### config.mk
export PLATFORM = sky130hd
export DESIGN_NAME = fifo_word_packer_flat
export DESIGN_NICKNAME = d
export VERILOG_FILES = /design/src/rtl/fifo_word_packer_pkg.sv /design/src/rtl/fifo_word_packer_if.sv /design/src/rtl/fifo_word_packer_timer.sv /design/src/rtl/fifo_word_packer.sv /design/src/flat_wrapper.sv
export SDC_FILE = /design/constraint.sdc
export NUM_CORES = 1
export LEC_CHECK = 0
export BUFFER_PORTS_ARGS = -buffer_cell sky130_fd_sc_hd__buf_2
export CAP_MARGIN = 20
export CORE_UTILIZATION = 43
export CTS_BUF_LIST = sky130_fd_sc_hd__clkbuf_4 sky130_fd_sc_hd__clkbuf_8
export DETAILED_ROUTE_END_ITERATION = 10
export HOLD_SLACK_MARGIN = 0.06
export PLACE_DENSITY_LB_ADDON = 0.15
export SLEW_MARGIN = 20
export SYNTH_ARGS = -nofsm -noshare
export SYNTH_HDL_FRONTEND = slang
export SYNTH_SLANG_ARGS = --single-unit
### constraint.sdc
create_clock -name clk -period 2.5 [get_ports clk]
set_input_delay 0.75 -clock clk [delete_from_list [all_inputs] [get_ports clk]]
set_output_delay 0.75 -clock clk [all_outputs]
set_load 0.02 [all_outputs]
### src/rtl/fifo_word_packer_pkg.sv
// Shared widths, keep codes, beat layout and FSM encoding for the FIFO word packer.
// Imported by the interface, the idle timer and the packer top.
package fifo_pkg;

  localparam int WORD_W = 16;
  localparam int BEAT_W = 32;

  localparam logic [1:0] KEEP_FULL = 2'b11;
  localparam logic [1:0] KEEP_HALF = 2'b01;

  typedef enum logic [1:0] {
    FILL_LO,
    FILL_HI,
    SEND
  } packer_state_e;

  // hi occupies [31:16], lo (first word popped) occupies [15:0]
  typedef struct packed {
    logic [WORD_W-1:0] hi;
    logic [WORD_W-1:0] lo;
  } beat_t;

endpackage

### src/rtl/fifo_word_packer_if.sv
// FIFO read port plus outbound beat stream of the packer; master = packer side.
// Single-cycle read pulse toward the FIFO, valid/ready toward the consumer.
interface fifo_word_packer_if;
  import fifo_pkg::*;

  logic              fifo_empty;
  logic              fifo_re;
  logic [WORD_W-1:0] fifo_dout;
  logic              flush;
  logic              m_valid;
  logic              m_ready;
  beat_t             m_data;
  logic [1:0]        m_keep;
  logic [15:0]       beat_cnt;

  modport master (
    input  fifo_empty, fifo_dout, flush, m_ready,
    output fifo_re, m_valid, m_data, m_keep, beat_cnt
  );

  modport slave (
    output fifo_empty, fifo_dout, flush, m_ready,
    input  fifo_re, m_valid, m_data, m_keep, beat_cnt
  );

endinterface

### src/rtl/fifo_word_packer_timer.sv
// Idle counter: counts enabled cycles after clr, expired is combinational at TIMEOUT-1.
// Saturates at expiry; TIMEOUT=0 never expires. No backpressure.
module pack_timer #(
  parameter int unsigned TIMEOUT = 64
) (
  input  logic clk,
  input  logic rst,
  input  logic clr,
  input  logic en,
  output logic expired
);

  localparam logic [15:0] CNT_LAST = 16'(TIMEOUT - 1);

  logic [15:0] cnt;

  assign expired = (TIMEOUT != 0) && (cnt == CNT_LAST);

  always_ff @(posedge clk or negedge rst) begin
    if (!rst) begin
      cnt <= '0;
    end else if (clr) begin
      cnt <= '0;
    end else if (en && !expired) begin
      cnt <= cnt + 16'd1;
    end
  end

endmodule

### src/rtl/fifo_word_packer.sv
// Pops 16-bit words, packs pairs into 32-bit beats; half beat on flush or idle timeout.
// Latency: beat valid 4 cycles after first read; holds beat stable while m_ready is low.
module fifo_word_packer
  import fifo_pkg::*;
#(
  parameter int unsigned TIMEOUT = 64
) (
  input logic               clk,
  input logic               rst,
  fifo_word_packer_if.master pk
);

  packer_state_e     state, state_nxt;
  logic              pending;
  logic [WORD_W-1:0] lo, hi;
  logic [1:0]        keep;
  logic [15:0]       beat_cnt;
  logic              expired;
  logic              flush_take;
  logic              rd;
  logic              accept;

  always_comb begin
    flush_take = (state == FILL_HI) && !pending && (pk.flush || expired);
    // Reset gating keeps the read strobe low while the block is held in reset.
    rd         = rst && ((state == FILL_LO) || (state == FILL_HI)) && !pending &&
                 !pk.fifo_empty && !flush_take;
    accept     = (state == SEND) && pk.m_ready;
    state_nxt  = state;
    case (state)
      FILL_LO: if (pending) state_nxt = FILL_HI;
      FILL_HI: if (pending || flush_take) state_nxt = SEND;
      SEND:    if (pk.m_ready) state_nxt = FILL_LO;
      default: state_nxt = FILL_LO;
    endcase
  end

  always_ff @(posedge clk or negedge rst) begin
    if (!rst) begin
      state    <= FILL_LO;
      pending  <= 1'b0;
      lo       <= '0;
      hi       <= '0;
      keep     <= '0;
      beat_cnt <= '0;
    end else begin
      state   <= state_nxt;
      // rd is never high while pending, so this also clears pending after capture
      pending <= rd;
      if (pending && (state == FILL_LO)) begin
        lo <= pk.fifo_dout;
      end
      if (pending && (state == FILL_HI)) begin
        hi   <= pk.fifo_dout;
        keep <= KEEP_FULL;
      end else if (flush_take) begin
        hi   <= '0;
        keep <= KEEP_HALF;
      end
      if (accept) begin
        beat_cnt <= beat_cnt + 16'd1;
      end
    end
  end

  pack_timer #(
    .TIMEOUT (TIMEOUT)
  ) u_timer (
    .clk     (clk),
    .rst     (rst),
    .clr     (((state == FILL_LO) && pending) || rd),
    .en      ((state == FILL_HI) && !pending),
    .expired (expired)
  );

  assign pk.fifo_re  = rd;
  assign pk.m_valid  = (state == SEND);
  assign pk.m_data   = '{hi: hi, lo: lo};
  assign pk.m_keep   = keep;
  assign pk.beat_cnt = beat_cnt;

endmodule

### src/flat_wrapper.sv
// flat-port wrapper written by rule: the top's interface ports become plain ports
module fifo_word_packer_flat import fifo_pkg::*;
#(
  parameter int unsigned TIMEOUT = 64
)
  (clk, rst, pk_fifo_empty, pk_fifo_dout, pk_flush, pk_m_ready, pk_fifo_re, pk_m_valid, pk_m_data, pk_m_keep, pk_beat_cnt);
  fifo_word_packer_if pk_i ();
  input logic clk;
  input logic rst;
  input wire logic [$bits(pk_i.fifo_empty)-1:0] pk_fifo_empty;
  input wire logic [$bits(pk_i.fifo_dout)-1:0] pk_fifo_dout;
  input wire logic [$bits(pk_i.flush)-1:0] pk_flush;
  input wire logic [$bits(pk_i.m_ready)-1:0] pk_m_ready;
  output wire logic [$bits(pk_i.fifo_re)-1:0] pk_fifo_re;
  output wire logic [$bits(pk_i.m_valid)-1:0] pk_m_valid;
  output wire logic [$bits(pk_i.m_data)-1:0] pk_m_data;
  output wire logic [$bits(pk_i.m_keep)-1:0] pk_m_keep;
  output wire logic [$bits(pk_i.beat_cnt)-1:0] pk_beat_cnt;
  assign pk_i.fifo_empty = pk_fifo_empty;
  assign pk_i.fifo_dout = pk_fifo_dout;
  assign pk_i.flush = pk_flush;
  assign pk_i.m_ready = pk_m_ready;
  assign pk_fifo_re = pk_i.fifo_re;
  assign pk_m_valid = pk_i.m_valid;
  assign pk_m_data = pk_i.m_data;
  assign pk_m_keep = pk_i.m_keep;
  assign pk_beat_cnt = pk_i.beat_cnt;
  fifo_word_packer #(.TIMEOUT(TIMEOUT)) u_core (.clk(clk), .rst(rst), .pk(pk_i));
endmodule
# After elaboration in Yosys (flattened, before gate mapping)
# Index checks and enable logic that the tools add are counted.
dict set report op_classes {
  muxes 10
  n_eq_ne 6
  add_sub_neg 2
  n_lt_le_gt_ge 0
  mul 0
  reduce_logical 22
  n_div 0
  n_bitwise 0
  shifts 0
}
# operator n
set op_table {}
lappend op_table {{$mux W16} 4}
lappend op_table {{$add A16 B1 Y16 const B} 2}
lappend op_table {{$eq A16 B6 Y1 const B} 1}
lappend op_table {{$logic_and A1 B1 Y1} 10}
lappend op_table {{$mux W2} 5}
lappend op_table {{$pmux W2 S3} 1}
lappend op_table {{$logic_not A1 Y1} 4}
lappend op_table {{$logic_or A1 B1 Y1} 4}
lappend op_table {{$ne A2 B2 Y1 const B} 2}
lappend op_table {{$reduce_bool A2 Y1} 2}
lappend op_table {{$reduce_and A3 Y1} 1}
lappend op_table {{$eq A2 B1 Y1 const B} 1}
lappend op_table {{$eq A2 B2 Y1 const B} 1}
lappend op_table {{$logic_not A2 Y1} 1}
lappend op_table {{$ne A2 B1 Y1 const B} 1}
dict set report totals {
  mem_count 0
  latch_bits 0
  inputBits 21
  ff_bits 69
  wordCells 47
  output_inout_bits 52
  mem_bits_ro 0
  ram_bits 0
}

# Depth between registers and ports, before layout
dict set report logic_depth {
  depth_word 8
  ltp_mapped 7
  ltp_nobuf 5
}

# By module
# From an unflattened synthesis, not the netlist that was laid out.
dict set report hier_totals {
  cells_unflattened 257
  area_unflattened_um2 3021.6
}
# module n_inst seq_area_each_um2 area_each_um2 cells_per_inst
set modules_own_cells {}
lappend modules_own_cells {fifo_word_packer 1 1326.3 2093.3 152}
lappend modules_own_cells {pack_timer 1 400.4 928.4 105}

# Least setup slack after synthesis
# Ideal clock, no wire load.
dict set report synth_path {
  path_type {register -> output}
  start {register u_core.u_timer.cnt[0]}
  end {output port pk_fifo_re}
  n_path_buf 2
  path_stages_with_launch 8
  required_time_ps 1750
  t_arrival_ps 1797
  slack_ps -47
  cell_sequence {dfrtp_1 > ha_1 > and4_1 > and4_1 > clkbuf_1 > clkbuf_1 > o21a_1 > nor2_1}
}
dict set report synth_via {
  elab_chain_cells 5
}
# item line_no
set synth_lines {}
lappend synth_lines {{from (decl)} fifo_word_packer_timer.sv:15} ;# logic [15:0] cnt;
lappend synth_lines {{from (signal assigned)} fifo_word_packer_timer.sv:25} ;# cnt <= cnt + 16'd1;
lappend synth_lines {{$eq A16 B6 Y1} fifo_word_packer_timer.sv:17} ;# assign expired = (TIMEOUT != 0) && (cnt == CNT_LAST);
lappend synth_lines {{$logic_or A1 B1 Y1} fifo_word_packer.sv:24} ;# flush_take = (state == FILL_HI) && !pending && (pk.flush || expired);
lappend synth_lines {{$logic_and A1 B1 Y1} fifo_word_packer.sv:24}
lappend synth_lines {{$logic_not A1 Y1} fifo_word_packer.sv:27} ;# !pk.fifo_empty && !flush_take;
lappend synth_lines {{$logic_and A1 B1 Y1} fifo_word_packer.sv:27}
lappend synth_lines {{to (decl)} flat_wrapper.sv:14} ;# output wire logic [$bits(pk_i.fifo_re)-1:0] pk_fifo_re;
# No other way between the ends.

# Worst setup path after layout
dict set report layout_path {
  start {register u_core.u_timer.cnt[1]}
  end {output port pk_fifo_re}
}
# The elaborated chain is that of the path after synthesis.

==> results.json <==
{
  "syn_to_final_growth_pct": 24.8,
  "avgRoutedWirePerCell_microns": 14.5,
  "p_sw_share_pct": 34.7,
  "vias": 2244,
  "yosys_warnings": 0,
  "ys_types": 34,
  "firstDrtPassIters": 7,
  "status": "finished with violations",
  "layout-drive-gt1-share_pct": 36.7,
  "slew_viol_final": 0,
  "async_flop_share_pct": 100,
  "grt_pass1_wl_mm": 10.2,
  "fmax_ghz": 0.411,
  "tritoncts.num_buffers": 9,
  "p_per_area_nw_per_um2": 990,
  "globalRoute.totalOverflow": 0,
  "core_sq_um": 6490,
  "synth.avg_cell_area_sq_um": 11.8,
  "io_pins": 73,
  "hold_ws_ps": 460,
  "internal_power_mw": 2.38,
  "grt_max_degree": 70,
  "antenna_found_initial": 0,
  "cpPeakStageDelay_ps": 400,
  "port_buffers": 72,
  "wl_mm": 6.04,
  "place_congestion": 0.722,
  "ys_seq_area_share_pct": 58.4,
  "power_frac_comb_pct": 33.2,
  "ctsHtreeMaxLevel": 3,
  "vias_per_cell": 5.41,
  "crit_required_ps": 1750,
  "synth_area_sq_um": 2950,
  "peakVddDrop_mv": 0.570,
  "insertion_delay_ps": 330,
  "relSlewSlack_pct": 42.3,
  "ys_ff_latch": 69,
  "dieHeight_microns": 84.9,
  "cts_hold_buffers": 0,
  "min_from": "u_core.pk.beat_cnt[15]$_DFFE_PN0P_",
  "power_frac_clock_pct": 24.3,
  "syn-num-nets": 273,
  "worstMarginPinSlew_ps": 866,
  "synth_ff_type": "dfrtp_1",
  "rsz0062_at_grt": "false",
  "antennaDiodeCount": 0,
  "finalCritPeriodShare_pct": 97.4,
  "clk_pin_slew_ps": 70,
  "maxCapViolations": 0,
  "cp_top_family": "simple AND/OR/NAND/NOR gates",
  "drt-initial-drc-count": 102,
  "grt_usage_pct": 18.2,
  "clock-sinks": 69,
  "cts_tree": "yes",
  "row_count": 29,
  "cts.path.max_buffers": 2,
  "synthCells": 250,
  "setup.worst_path.start": "u_core.u_timer.cnt[1]$_DFFE_PN0P_",
  "drc": 1,
  "dpl.hpwl_mm": 4.06,
  "hp-class": "flip-flop to flip-flop",
  "die_x_microns": 84.9,
  "crit_type": "flip-flop to primary output",
  "finalSetupViolations": 0,
  "cts-root-buf": "clkbuf_8",
  "die_area_sq_um": 7210,
  "worstPathArrival_ps": 1690,
  "finalHoldViolations": 0,
  "pwr-share-seq_pct": 42.6,
  "crit-reg2reg-launch": "u_core.state[1]$_DFFE_PN0P_",
  "worstSetupStartpointType": "flip-flop",
  "worst_setup_path_end_kind": "primary output",
  "clock_skew_ps": 8.92,
  "crit_chain": "ha_2 -> and4_1 -> and4_4 -> o21a_1 -> nor2_2 -> buf_6",
  "violations": "DRC",
  "synth_edf_count": 0,
  "grt_pass1_vias": 2125,
  "path_max_fanout": 3,
  "worstPathBufferInverterCount": 1,
  "period_needed_ps": 2440,
  "switchingPower_mw": 1.27,
  "slowest_stage": "dfrtp_1",
  "start_util_pct": 45.5,
  "fin_util_pct": 56.8,
  "final_nets": 357,
  "ant_nets": 0,
  "p_leak_nw": 1.78
}
-- synth_stat cells, types with 4 or more instances --
library cell | number | share of area (%)
inv_1 | 5 | 0.64
xor2_1 | 6 | 1.8
and4_1 | 4 | 1.2
o31ai_1 | 7 | 1.8
a21oi_1 | 13 | 2.2
nor4_1 | 4 | 0.85
and3_1 | 4 | 0.85
or3_1 | 7 | 1.5
nand3_1 | 11 | 1.9
clkbuf_1 | 9 | 1.1
nand2_1 | 11 | 1.4
dfrtp_1 | 69 | 58
or4_1 | 7 | 1.8
mux2_2 | 17 | 6.5
nand4_1 | 4 | 0.85
xnor2_1 | 12 | 3.6
nor2_1 | 10 | 1.3
o21ai_0 | 9 | 1.5
a22o_1 | 16 | 4.7
-- routing by layer --
layer / vias up / track usage [%] / share of wire (%)
met4: 0 / 6.47 / 0.88
li1: 1085 / - / -
met3: 5 / 5.84 / 6.3
met5: - / 0 / 0
met1: 1088 / 24.9 / 48
met2: 66 / 27.3 / 45
-- stage by stage --
step | setup TNS, ps | power [mW] | cell area (sq um) | worst slack (ps) | instances
CTS | -0.125 | 3.69 | 3660 | -0.125 | 414
detailed placement | 0 | 2.76 | 3420 | 275 | 394
global placement | 0 | 2.74 | 3420 | 307 | 394
floorplan | 0 | 2.32 | 2960 | 41.9 | 250
finish | 0 | 3.65 | 3690 | 64.2 | 415
global route | 0 | 3.86 | 3690 | 1.08 | 415
-- layout make-up --
class / count / area, sq um
Timing Repair Buffer: 84 / 457
Fill cell: 572 / 2810
Multi-Input combinational cell: 165 / 1190
Clock inverter: 4 / 48.8
Tap cell: 77 / 96.3
Sequential cell: 69 / 1730
Clock buffer: 11 / 145
Inverter: 5 / 18.8
-- flip-flops by register name, indices dropped and copies added, names as in the netlist --
signal	count
u_core.pending	1
u_core.state	2
u_core.u_timer.cnt	16
u_core.pk.beat_cnt	16
u_core.hi	16
u_core.lo	16
u_core.pk.m_keep	2
-- power groups by stage --
| stage | sequential, mW | combinational (mW) | clock, mW |
|---|---|---|---|
| after floorplan | 1.84 | 0.488 | 0 |
| after global placement | 1.56 | 1.18 | 0 |
| after detailed placement | 1.57 | 1.20 | 0 |
| after CTS | 1.55 | 1.22 | 0.913 |
| after global routing | 1.59 | 1.30 | 0.963 |
| final | 1.55 | 1.21 | 0.887 |
-- timing repair --
item / CTS / global route
endpoints found under the setup margin: 1 / 1
setup buffers: 5 / 1
resized for setup: 3 / 3
pin swaps: 2 / 1
-- final timing paths --
path | end | slack (ps) | depth (start not counted)
worst max-delay path | pk_fifo_re | 60 | 6
max in group asynchronous | u_core.u_timer.cnt[10]$_DFFE_PN0P_ | 1240 | 2
worst min-delay path | u_core.pk.beat_cnt[15]$_DFFE_PN0P_ | 460 | 1
worst max register to register | u_core.u_timer.cnt[15]$_DFFE_PN0P_ | 290 | 4
worst min register to register | u_core.pk.beat_cnt[15]$_DFFE_PN0P_ | 460 | 1
min in group asynchronous | u_core.u_timer.cnt[13]$_DFFE_PN0P_ | 670 | 2
-- cell families (layout without fill, tap and decap cells) --
group | after synthesis | after routing | synth area share [%]
buffers and inverters | 16 | 104 | 2.12
and+or+nand+nor | 78 | 78 | 15.2
adders and majority gates | 2 | 2 | 0.847
AOI/OAI and AO/OA | 50 | 50 | 11.6
muxes | 17 | 17 | 6.48
DFF | 69 | 69 | 58.4
xor gates and xnor gates | 18 | 18 | 5.34
-- cell usage in the layout, fill, tap and decap left out, types with 5 or more instances in the layout --
cell | Yosys | layout
o31ai_1 | 7 | 6
inv_1 | 5 | 5
or4_1 | 7 | 7
or3_1 | 7 | 7
buf_2 | 2 | 71
nand3_1 | 11 | 11
nor2_1 | 10 | 9
clkbuf_8 | 0 | 10
xor2_1 | 6 | 6
a22o_1 | 16 | 16
dfrtp_1 | 69 | 69
xnor2_1 | 12 | 12
nand2_1 | 11 | 11
mux2_2 | 17 | 17
o21ai_0 | 9 | 9
buf_4 | 0 | 12
a21oi_1 | 13 | 13
No activity file was read; power rests on OpenSTA's default activity.
